`config.mk`:
```
export PLATFORM = sky130hd
export DESIGN_NAME = enemy_tank_ctrl
export DESIGN_NICKNAME = d
export VERILOG_FILES = /design/src/rtl/tank_pkg.sv /design/src/rtl/enemy_tank_ctrl_lfsr16.sv /design/src/rtl/enemy_tank_ctrl.sv
export SDC_FILE = /design/constraint.sdc
export NUM_CORES = 1
export LEC_CHECK = 0
export ABC_AREA = 0
export CORE_UTILIZATION = 45
export CTS_BUF_LIST = sky130_fd_sc_hd__clkbuf_4
export CTS_CLUSTER_SIZE = 25
export DETAILED_ROUTE_END_ITERATION = 8
export PLACE_DENSITY = 0.7
export SKIP_LAST_GASP = 1
export SLEW_MARGIN = 20
export SYNTH_ARGS = -nofsm -noshare
export SYNTH_HDL_FRONTEND = slang
export SYNTH_HIERARCHICAL = 1
export SYNTH_SLANG_ARGS = --single-unit
```
`constraint.sdc`:
```
create_clock -name frame_clk -period 2.9 [get_ports frame_clk]
set_input_delay 0.58 -clock frame_clk [delete_from_list [all_inputs] [get_ports frame_clk]]
set_output_delay 0.58 -clock frame_clk [all_outputs]
set_load 0.02 [all_outputs]
```
`src/rtl/tank_pkg.sv`:
```
// Shared types and helpers for the enemy tank AI.
// Direction codes match the player tank's facing encoding.
package tank_pkg;

  typedef enum logic [2:0] {
    DIR_UP    = 3'b000,
    DIR_DOWN  = 3'b010,
    DIR_LEFT  = 3'b100,
    DIR_RIGHT = 3'b110
  } dir_t;

  typedef enum logic [1:0] {
    ST_SPAWN  = 2'b00,
    ST_TURN   = 2'b01,
    ST_PATROL = 2'b10
  } ai_state_t;

  localparam logic [7:0] KEY_W    = 8'h1a;
  localparam logic [7:0] KEY_S    = 8'h16;
  localparam logic [7:0] KEY_A    = 8'h04;
  localparam logic [7:0] KEY_D    = 8'h07;
  localparam logic [7:0] KEY_NONE = 8'h00;

  function automatic dir_t rot_cw(input dir_t d);
    dir_t r;
    unique case (d)
      DIR_UP:    r = DIR_RIGHT;
      DIR_RIGHT: r = DIR_DOWN;
      DIR_DOWN:  r = DIR_LEFT;
      default:   r = DIR_UP;
    endcase
    return r;
  endfunction

  function automatic logic [7:0] dir_key(input dir_t d);
    logic [7:0] k;
    unique case (d)
      DIR_UP:    k = KEY_W;
      DIR_DOWN:  k = KEY_S;
      DIR_LEFT:  k = KEY_A;
      DIR_RIGHT: k = KEY_D;
      default:   k = KEY_NONE;
    endcase
    return k;
  endfunction

endpackage

```
`src/rtl/enemy_tank_ctrl_lfsr16.sv`:
```
// Free-running 16-bit Fibonacci LFSR, taps 16,14,13,11.
module lfsr16 #(
  parameter logic [15:0] SEED = 16'hACE1
) (
  input  logic        frame_clk,
  input  logic        Reset,
  output logic [15:0] state
);

  logic [15:0] r_state;
  logic        w_fb;

  assign w_fb = r_state[15] ^ r_state[13]
              ^ r_state[12] ^ r_state[10];

  always_ff @(posedge frame_clk or posedge Reset) begin
    if (Reset) r_state <= SEED;
    else       r_state <= {r_state[14:0], w_fb};
  end

  assign state = r_state;

endmodule

```
`src/rtl/enemy_tank_ctrl.sv`:
```
// Enemy tank AI: spawn delay, random patrol, turn on blockage,
// and a held fire request when facing the player.
module enemy_tank_ctrl
  import tank_pkg::*;
#(
  parameter int          SPAWN_DELAY   = 60,
  parameter int          RUN_MIN       = 16,
  parameter int          RUN_MASK      = 63,
  parameter int          FIRE_COOLDOWN = 90,
  parameter int          ALIGN_TOL     = 8,
  parameter logic [15:0] LFSR_SEED     = 16'hACE1
) (
  input  logic        frame_clk,
  input  logic        Reset,
  input  logic        enable,
  input  logic        up,
  input  logic        down,
  input  logic        left,
  input  logic        right,
  input  logic [9:0]  tank_x,
  input  logic [9:0]  tank_y,
  input  logic [9:0]  player_x,
  input  logic [9:0]  player_y,
  input  logic        fire_ack,
  output logic [15:0] keycode,
  output logic        fire_req,
  output logic [2:0]  dir,
  output logic [1:0]  ai_state
);

  ai_state_t   r_state;
  dir_t        r_dir;
  logic [15:0] r_spawn;
  logic [15:0] r_run;
  logic [15:0] r_cool;
  logic        r_fire;

  logic [15:0] w_lfsr;
  logic        w_unused_lfsr;
  logic [3:0]  w_free;
  dir_t        w_c0, w_c1, w_c2, w_c3;
  dir_t        w_pick;
  logic        w_found;
  logic [15:0] w_run_len;
  logic [15:0] w_run_dec;
  logic [10:0] w_dx, w_dy, w_adx, w_ady;
  logic        w_xin, w_yin;
  logic        w_aligned;
  logic        w_legal;
  logic        w_active;

  lfsr16 #(.SEED(LFSR_SEED)) u_lfsr (
    .frame_clk(frame_clk),
    .Reset    (Reset),
    .state    (w_lfsr)
  );

  assign w_unused_lfsr = ^w_lfsr[15:8];

  // indexed by dir[2:1]: 0 up, 1 down, 2 left, 3 right
  assign w_free = {right, left, down, up};

  always_comb begin
    w_c0    = dir_t'({w_lfsr[1:0], 1'b0});
    w_c1    = rot_cw(w_c0);
    w_c2    = rot_cw(w_c1);
    w_c3    = rot_cw(w_c2);
    w_found = 1'b1;
    w_pick  = w_c0;
    if (w_free[w_c0[2:1]])      w_pick = w_c0;
    else if (w_free[w_c1[2:1]]) w_pick = w_c1;
    else if (w_free[w_c2[2:1]]) w_pick = w_c2;
    else if (w_free[w_c3[2:1]]) w_pick = w_c3;
    else                        w_found = 1'b0;
  end

  assign w_run_len = 16'(RUN_MIN)
                   + {10'd0, w_lfsr[7:2] & 6'(RUN_MASK)};
  assign w_run_dec = (r_run == 16'd0) ? 16'd0 : r_run - 16'd1;

  assign w_dx  = {1'b0, tank_x} - {1'b0, player_x};
  assign w_dy  = {1'b0, tank_y} - {1'b0, player_y};
  assign w_adx = w_dx[10] ? (~w_dx + 11'd1) : w_dx;
  assign w_ady = w_dy[10] ? (~w_dy + 11'd1) : w_dy;
  assign w_xin = (w_adx <= 11'(ALIGN_TOL));
  assign w_yin = (w_ady <= 11'(ALIGN_TOL));

  always_comb begin
    w_aligned = 1'b0;
    unique case (r_dir)
      DIR_UP:    w_aligned = w_xin && (player_y < tank_y);
      DIR_DOWN:  w_aligned = w_xin && (player_y > tank_y);
      DIR_LEFT:  w_aligned = w_yin && (player_x < tank_x);
      DIR_RIGHT: w_aligned = w_yin && (player_x > tank_x);
      default:   w_aligned = 1'b0;
    endcase
  end

  assign w_legal  = (r_state == ST_SPAWN) || (r_state == ST_TURN)
                 || (r_state == ST_PATROL);
  assign w_active = (r_state == ST_TURN) || (r_state == ST_PATROL);

  always_ff @(posedge frame_clk or posedge Reset) begin
    if (Reset) begin
      r_state <= ST_SPAWN;
      r_spawn <= 16'(SPAWN_DELAY);
      r_dir   <= DIR_DOWN;
      r_cool  <= 16'(FIRE_COOLDOWN);
      r_run   <= 16'd0;
      r_fire  <= 1'b0;
    end else if (!w_legal) begin
      r_state <= ST_SPAWN;
      r_spawn <= 16'(SPAWN_DELAY);
      r_cool  <= 16'(FIRE_COOLDOWN);
      r_run   <= 16'd0;
      r_fire  <= 1'b0;
    end else begin
      // ack wins; a request is never raised on its own ack edge
      if (r_fire && fire_ack) begin
        r_fire <= 1'b0;
        r_cool <= 16'(FIRE_COOLDOWN);
      end else if (enable && w_active) begin
        if (r_cool != 16'd0) r_cool <= r_cool - 16'd1;
        if (r_cool == 16'd0 && w_aligned && !r_fire)
          r_fire <= 1'b1;
      end
      if (enable) begin
        unique case (r_state)
          ST_SPAWN: begin
            if (r_spawn == 16'd0) r_state <= ST_TURN;
            else                  r_spawn <= r_spawn - 16'd1;
          end
          ST_TURN: begin
            if (w_found) begin
              r_dir   <= w_pick;
              r_run   <= w_run_len;
              r_state <= ST_PATROL;
            end
          end
          ST_PATROL: begin
            r_run <= w_run_dec;
            if (w_run_dec == 16'd0 || !w_free[r_dir[2:1]])
              r_state <= ST_TURN;
          end
          default: r_state <= ST_SPAWN;
        endcase
      end
    end
  end

  assign keycode  = {8'h00, (r_state == ST_PATROL && enable)
                            ? dir_key(r_dir) : KEY_NONE};
  assign fire_req = r_fire;
  assign dir      = r_dir;
  assign ai_state = r_state;

endmodule

```
==> impl_metrics.py, run 1 <==
metrics = {
    "grt": {
        "antenna_found_initial": 0,
        "first_global_vias": 5533,
        "grt_max_degree": 27,
        "globalRouteTotalUtil_pct": 23.7,
        "grt_overflow_total": 0,
        "grt_first_pass_wirelength_um": 24900,
    },
    "sta": {
        "hold_slack_ns": 0.368,
        "setup_violations": 1,
        "min_period_over_period_pct": 102,
        "final_max_slew_viol_count": 0,
        "finalHoldViolations": 0,
        "finClkSkew_ns": 0.0181,
        "finalCriticalPeriod_ns": 2.96,
        "worst_slack_ns": -0.0636,
        "fin_tns_setup_ns": -0.0636,
        "slew_headroom_pct": 55.8,
        "rsz0062_at_grt": "yes",
        "worstMarginPinSlew_ns": 0.661,
        "max_freq_mhz": 337,
    },
    "synth": {
        "netlist_area_um2": 5540,
        "syn_inst": 658,
        "synth_commonest_cells": "nor2_1, nand2_1, inv_1, dfrtp_1, o21ai_0",
        "ys_warn_count": 6,
        "post-synth-top-count-cell": "nor2_1",
        "synthTopCellsByArea": "dfrtp_1, ha_1, dfstp_2, nor2_1, o21ai_0",
        "synth_top_cell_by_area": "dfrtp_1",
        "synth-main-ff-cell": "dfrtp_1",
        "post_synth.cell_area_avg_um2": 8.42,
        "yosysTopAreaCellShare_pct": 23.5,
        "yosysSeqAreaShare_pct": 31.6,
        "synthArstFlopShare_pct": 100,
        "synth_edf_count": 0,
        "yosys.cell_types.count": 73,
        "synth-seq-cells": 69,
    },
    "finish": {
        "n_fill_cell": 889,
        "n_antenna_cell": 0,
        "post_route_cells_drive_above_1_share_pct": 32.8,
        "multiInputGateArea_um2": 4050,
        "finalCoreUtilization_pct": 65.9,
        "seq_area_um2": 1750,
        "final_nets": 927,
        "syn2layout_area_growth_pct": 42.9,
        "design_area_um2": 7920,
    },
    "worst_setup_path": {
        "worstSetupPathType": "input pin to flop",
        "cp_data_required_time_ns": 3.21,
        "startpoint_type": "input pin",
        "worstSetupEndpointType": "flop",
        "critPathMaxFanout": 3,
        "worstPathArrival_ns": 3.27,
    },
    "run_status": {
        "status": "finished with violations",
        "violations": "negative setup slack",
    },
    "floorplan": {
        "io_pins": 70,
        "core_um2": 12000,
        "start_util_pct": 46.1,
        "dieWidth_um": 113,
        "die_area_um2": 12800,
        "die_h_um": 113,
        "fp-row-count": 40,
    },
    "cts": {
        "cts.root.buffer_cell": "clkbuf_4",
        "cts_tree": "built",
        "cts_sinks": 69,
        "ctsHtreeMaxLevel": 3,
        "cts_hold_buffers": 0,
        "path_clk_slew_ns": 0.11,
        "clock_path_buffers": 2,
        "clock_latency_ns": 0.42,
        "cts_buffers": 9,
    },
    "placement": {
        "io_buffers": 57,
        "pre_cts_slack_ns": -0.852,
        "dpl.hpwl_um": 10800,
        "placedInstanceArea_um2": 6990,
        "place.gp.congestion": 0.864,
    },
    "detailed_routing": {
        "first_pass_iters": 5,
        "vias_per_cell": 5.62,
        "wl_per_cell_um": 15.6,
        "drtAntennaViolNets": 0,
        "routed_wl_um": 15500,
        "vias": 5574,
        "drc": 0,
        "drt_iter0_markers": 298,
    },
    "flow_run": {
        "cap_violations": 0,
    },
    "hold_path": {
        "hold_class": "flop to flop",
    },
    "pwr": {
        "power.leakage_nw": 3.54,
        "powerDensity_nw_per_um2": 719,
        "vdd_drop_max_uv": 358,
    },
}
-- cells by family (layout without fill, tap and decap cells) --
group | Yosys count | after routing | synth area share (%)
xor gates and xnor gates | 36 | 36 | 5.69
buffers and inverters | 78 | 253 | 6.17
DFF | 69 | 69 | 31.6
other | 1 | 12 | 0.0677
AOI/OAI and AO/OA | 164 | 164 | 19.4
and+or+nand+nor | 252 | 252 | 24.0
adders and majority gates | 40 | 40 | 9.31
muxes | 18 | 18 | 3.79
-- routing by layer --
metal | wire length (um) | part of all wire [%] | global-route usage [%]
met5 | 0 | 0 | 0
met4 | 317 | 2.0 | 7.89
met3 | 628 | 4.1 | 2.68
met2 | 7890 | 51 | 42.7
met1 | 6660 | 43 | 29.5
-- sequential cells by signal, summed over array words and instances, names as in the netlist --
register / flops
ai_state: 2
dir: 2
fire_req: 1
r_cool: 16
r_run: 16
r_spawn: 16
u_lfsr/state: 16
-- where the power goes --
part           internal [W]  switching [W]  total [W]
logic               0.00156        0.00184    0.00340
clock network      0.000360       0.000355   0.000715
registers           0.00126       0.000321    0.00158
total               0.00318        0.00252    0.00569
-- stage by stage --
stage	total power [W]	instances
finish	0.00569	991
global placement	0.00442	943
global route	0.00611	991
floorplan	0.00357	669
CTS	0.00538	969
detailed placement	0.00455	943
-- cell type report --
cell class | instances | area share (%)
clock buffers | 10 | 0.948
clock inverters | 6 | 1.09
inverters | 53 | 2.67
multi-input cells | 522 | 51.1
flip-flops and latches | 69 | 22.1
well taps | 147 | 2.32
repair buffers | 184 | 19.8
-- worst max-delay path: stages --
cell             delay, ns
clkdlybuf4s50_1       0.47
inv_2                 0.06
fa_2                  0.41
a21o_1                0.22
a21oi_2               0.20
xnor2_2               0.12
buf_4                 0.14
or3_4                 0.41
o311ai_1              0.41
a211o_1               0.19
nand3_1               0.06
-- cell usage in the layout, fill, tap and decap left out, types with 11 or more instances in the layout --
master           instances
clkdlybuf4s50_1         41
or3_1                   13
xor2_1                  13
nand3_1                 15
mux2i_1                 12
dfrtp_1                 51
nor2_1                  61
buf_4                  121
xnor2_1                 17
dfstp_2                 17
ha_4                    11
ha_1                    23
nor3_1                  23
conb_1                  12
inv_1                   39
nand2_1                 53
o21ai_0                 36
a21oi_1                 25
inv_2                   13
-- path summary, 6_finish.rpt --
kind                                            from                        end  slack, ns  cells after the start
max reg2reg                u_lfsr/state[0]$_DFF_PP1_       r_run[2]$_DFFE_PP0P_       0.10                     15
max                                      player_y[1]       fire_req$_DFFE_PP0P_      -0.06                     11
min reg2reg                u_lfsr/state[8]$_DFF_PP0_  u_lfsr/state[9]$_DFF_PP0_       0.37                      0
min                        u_lfsr/state[8]$_DFF_PP0_  u_lfsr/state[9]$_DFF_PP0_       0.37                      0
max in group asynchronous                      Reset     r_spawn[3]$_DFFE_PP1P_       1.80                      3
min in group asynchronous                      Reset       fire_req$_DFFE_PP0P_       0.44                      2
-- repair_timing --
item,4_1_cts,5_1_grt
pin swaps,32,49
gates resized for setup,64,76
buffers inserted,10,24
setup endpoints to repair,14,19
Note: power is estimated with default switching activity, not from simulation.
==> run 2: changes to the inputs <==
ABC_AREA = 1   (was 0)
PLACE_DENSITY = 0.69   (was 0.7)
==> impl_metrics.py, run 2 <==
metrics = {
    "synth": {
        "synth_compound_area_share_pct": 10.7,
        "synth_top_family_by_area": "simple AND/OR/NAND/NOR gates",
        "synth_fa_ha_area_share_pct": 8.14,
        "ys_warn_count": 6,
        "synth_mux_area_share_pct": 0,
        "synth-main-ff-cell": "dfrtp_1",
        "post-synth-top-count-cell": "nand2_1",
        "synthTopCellsByArea": "dfrtp_1, nand2_1, inv_1, nand3_1, ha_1",
        "netlist_area_um2": 6330,
        "syn_inst": 979,
        "yosys.area_share.simple_pct": 40.1,
        "yosys.cell_types.count": 51,
        "synth-seq-cells": 69,
        "yosysTopAreaCellShare_pct": 20.5,
        "synth_top_cell_by_area": "dfrtp_1",
        "synthArstFlopShare_pct": 100,
        "synth_commonest_cells": "nand2_1, inv_1, nor2_1, nand3_1, dfrtp_1",
        "post_synth.cell_area_avg_um2": 6.47,
        "yosysSeqAreaShare_pct": 27.6,
        "synth_xor_area_share_pct": 0.968,
        "synth_edf_count": 0,
    },
    "sta": {
        "slew_headroom_pct": 49.8,
        "worst_slack_ns": 0.179,
        "finClkSkew_ns": 0.0212,
        "min_period_over_period_pct": 93.8,
        "fin_tns_setup_ns": 0,
        "final_max_slew_viol_count": 0,
        "max_freq_mhz": 367,
        "rsz0062_at_grt": "yes",
        "worstMarginPinSlew_ns": 0.750,
        "finalHoldViolations": 0,
        "setup_violations": 0,
        "finalCriticalPeriod_ns": 2.72,
    },
    "worst_setup_path": {
        "r2r_start": "u_lfsr/state[0]$_DFF_PP1_",
        "crit_path_top_delay_cell": "clkdlybuf4s50_1",
        "path_cells": "inv_1 -> ha_1 -> nand2_1 -> nor2_1 -> clkdlybuf4s50_1",
        "worstSetupEndpointType": "primary output",
        "reg2reg_to": "r_run[3]$_DFFE_PP0P_",
        "rr_worst_depth": 12,
        "cp_data_required_time_ns": 2.32,
        "critPathMaxFanout": 6,
        "crit_start": "ai_state[0]$_DFFE_PP0P_",
        "r2r_slack_ns": 0.33,
        "slowest_delay_ns": 0.62,
        "worstPathArrival_ns": 2.14,
        "cpLargestDelayFamily": "buffers and inverters",
        "worstSetupPathType": "flop to primary output",
        "timing.critical_path.buf_inv": 2,
        "startpoint_type": "flop",
    },
    "placement": {
        "pre_cts_slack_ns": -0.322,
        "numPlacedInstances": 1241,
        "io_buffers": 57,
        "dpl.hpwl_um": 11100,
        "place.gp.congestion": 0.885,
    },
    "cts": {
        "cts_buffers": 9,
        "ctsHtreeMaxLevel": 3,
        "path_clk_slew_ns": 0.12,
        "cts_sinks": 69,
        "cts_hold_buffers": 0,
        "cts.root.buffer_cell": "clkbuf_4",
        "clock_latency_ns": 0.43,
        "clock_path_buffers": 2,
        "cts_tree": "built",
    },
    "detailed_routing": {
        "routed_wl_um": 13800,
        "drc": 0,
        "first_pass_iters": 6,
        "vias_per_cell": 4.94,
        "drtAntennaViolNets": 0,
        "drt_iter0_markers": 325,
        "vias": 6212,
        "wl_per_cell_um": 10.9,
    },
    "pwr": {
        "power.leakage_nw": 3.94,
        "powerDensity_nw_per_um2": 684,
        "vdd_drop_max_uv": 319,
    },
    "floorplan": {
        "core_um2": 13500,
        "die_h_um": 121,
        "io_pins": 70,
        "dieWidth_um": 121,
        "start_util_pct": 46.9,
        "die_area_um2": 14600,
        "fp-row-count": 42,
    },
    "hold_path": {
        "min_to": "u_lfsr/state[15]$_DFF_PP1_",
        "worstHoldStart": "u_lfsr/state[14]$_DFF_PP0_",
        "holdPathStages": 0,
        "hold_class": "flop to flop",
    },
    "finish": {
        "final_nets": 1164,
        "syn2layout_area_growth_pct": 18.8,
        "post_route_cells_drive_above_1_share_pct": 13.1,
        "final_cell_mix": "nand2_1, inv_1, nor2_1",
        "instances_no_fill": 1258,
        "n_fill_cell": 1334,
        "mostFrequentLayoutCell": "nand2_1",
    },
    "grt": {
        "grt_overflow_total": 0,
        "antenna_found_initial": 1,
        "globalRouteTotalUtil_pct": 20.0,
        "grt_first_pass_wirelength_um": 24000,
        "first_global_vias": 5532,
        "grt_max_degree": 36,
    },
    "run_status": {
        "status": "finished, final reports clean",
    },
    "flow_run": {
        "cap_violations": 0,
    },
}
run 2: layout make-up:
class | count | area, um^2 | area share [%]
Multi-Input combinational cell | 732 | 3870 | 51.4
Sequential cell | 69 | 1750 | 23.2
Timing Repair Buffer | 100 | 911 | 12.1
Inverter | 164 | 616 | 8.18
Tap cell | 176 | 220 | 2.93
Clock inverter | 6 | 86.3 | 1.15
Clock buffer | 10 | 75.1 | 0.998
Antenna cell | 1 | 2.50 | 0.0333
run 2: worst max-delay path by stage:
stage          cells past startpoint                   end  slack [ns]
2_1_floorplan                     20  fire_req$_DFFE_PP0P_        0.30
3_5_place_dp                      21  fire_req$_DFFE_PP0P_       -0.32
3_3_place_gp                      21  fire_req$_DFFE_PP0P_       -0.23
5_1_grt                           20  fire_req$_DFFE_PP0P_       -0.03
4_1_cts                            5            keycode[3]        0.10
6_report                           5            keycode[2]        0.18
run 2: cell families (layout without fill, tap and decap cells):
group | Yosys count | count (layout)
xor gates and xnor gates | 7 | 7
and+or+nand+nor | 559 | 559
adders and majority gates | 40 | 40
AOI/OAI and AO/OA | 114 | 114
other | 1 | 13
buffers and inverters | 189 | 280
DFF | 69 | 69
run 2: where the power goes:
group / internal (W) / total [W] / switching, W
sequential: 0.00126 / 0.00152 / 0.000259
clock: 0.000359 / 0.000717 / 0.000358
combinational: 0.00113 / 0.00291 / 0.00178
total: 0.00275 / 0.00515 / 0.00240
run 2: worst register-to-register path, stage by stage (launching register included):
cell and delay [ns]:
dfstp_2 0.55, inv_1 0.09, ha_1 0.41, inv_1 0.16, nor2_1 0.08, o31ai_4 0.33
nor4_4 0.08, nand3_1 0.07, nand2_1 0.07, nor2_2 0.18, buf_4 0.21, inv_2 0.07
o31ai_1 0.19
run 2: per-layer routing:
layer	vias up	routed length, um	global-route usage [%]
met5	-	0	0
met4	0	167	5.86
met3	13	596	2.78
met2	120	6160	32.5
met1	2766	6840	27.5
li1	3313	-	-
run 2: what timing repair did:
action / in CTS / in global routing
setup buffers: 0 / 0
gates resized for setup: 0 / 9
setup endpoints to repair: 0 / 5
run 2: per-stage QoR:
stage | hold slack (ns) | power (W) | cell area [um^2] | utilization [%]
finish | 0.350 | 0.00515 | 7530 | 55.7
global route | 0.375 | 0.00569 | 7530 | 55.7
CTS | 0.367 | 0.00516 | 7490 | 55.5
detailed placement | 0.336 | 0.00442 | 7330 | 54.3
global placement | 0.334 | 0.00439 | 7330 | 54.3
floorplan | 0.331 | 0.00367 | 6370 | -
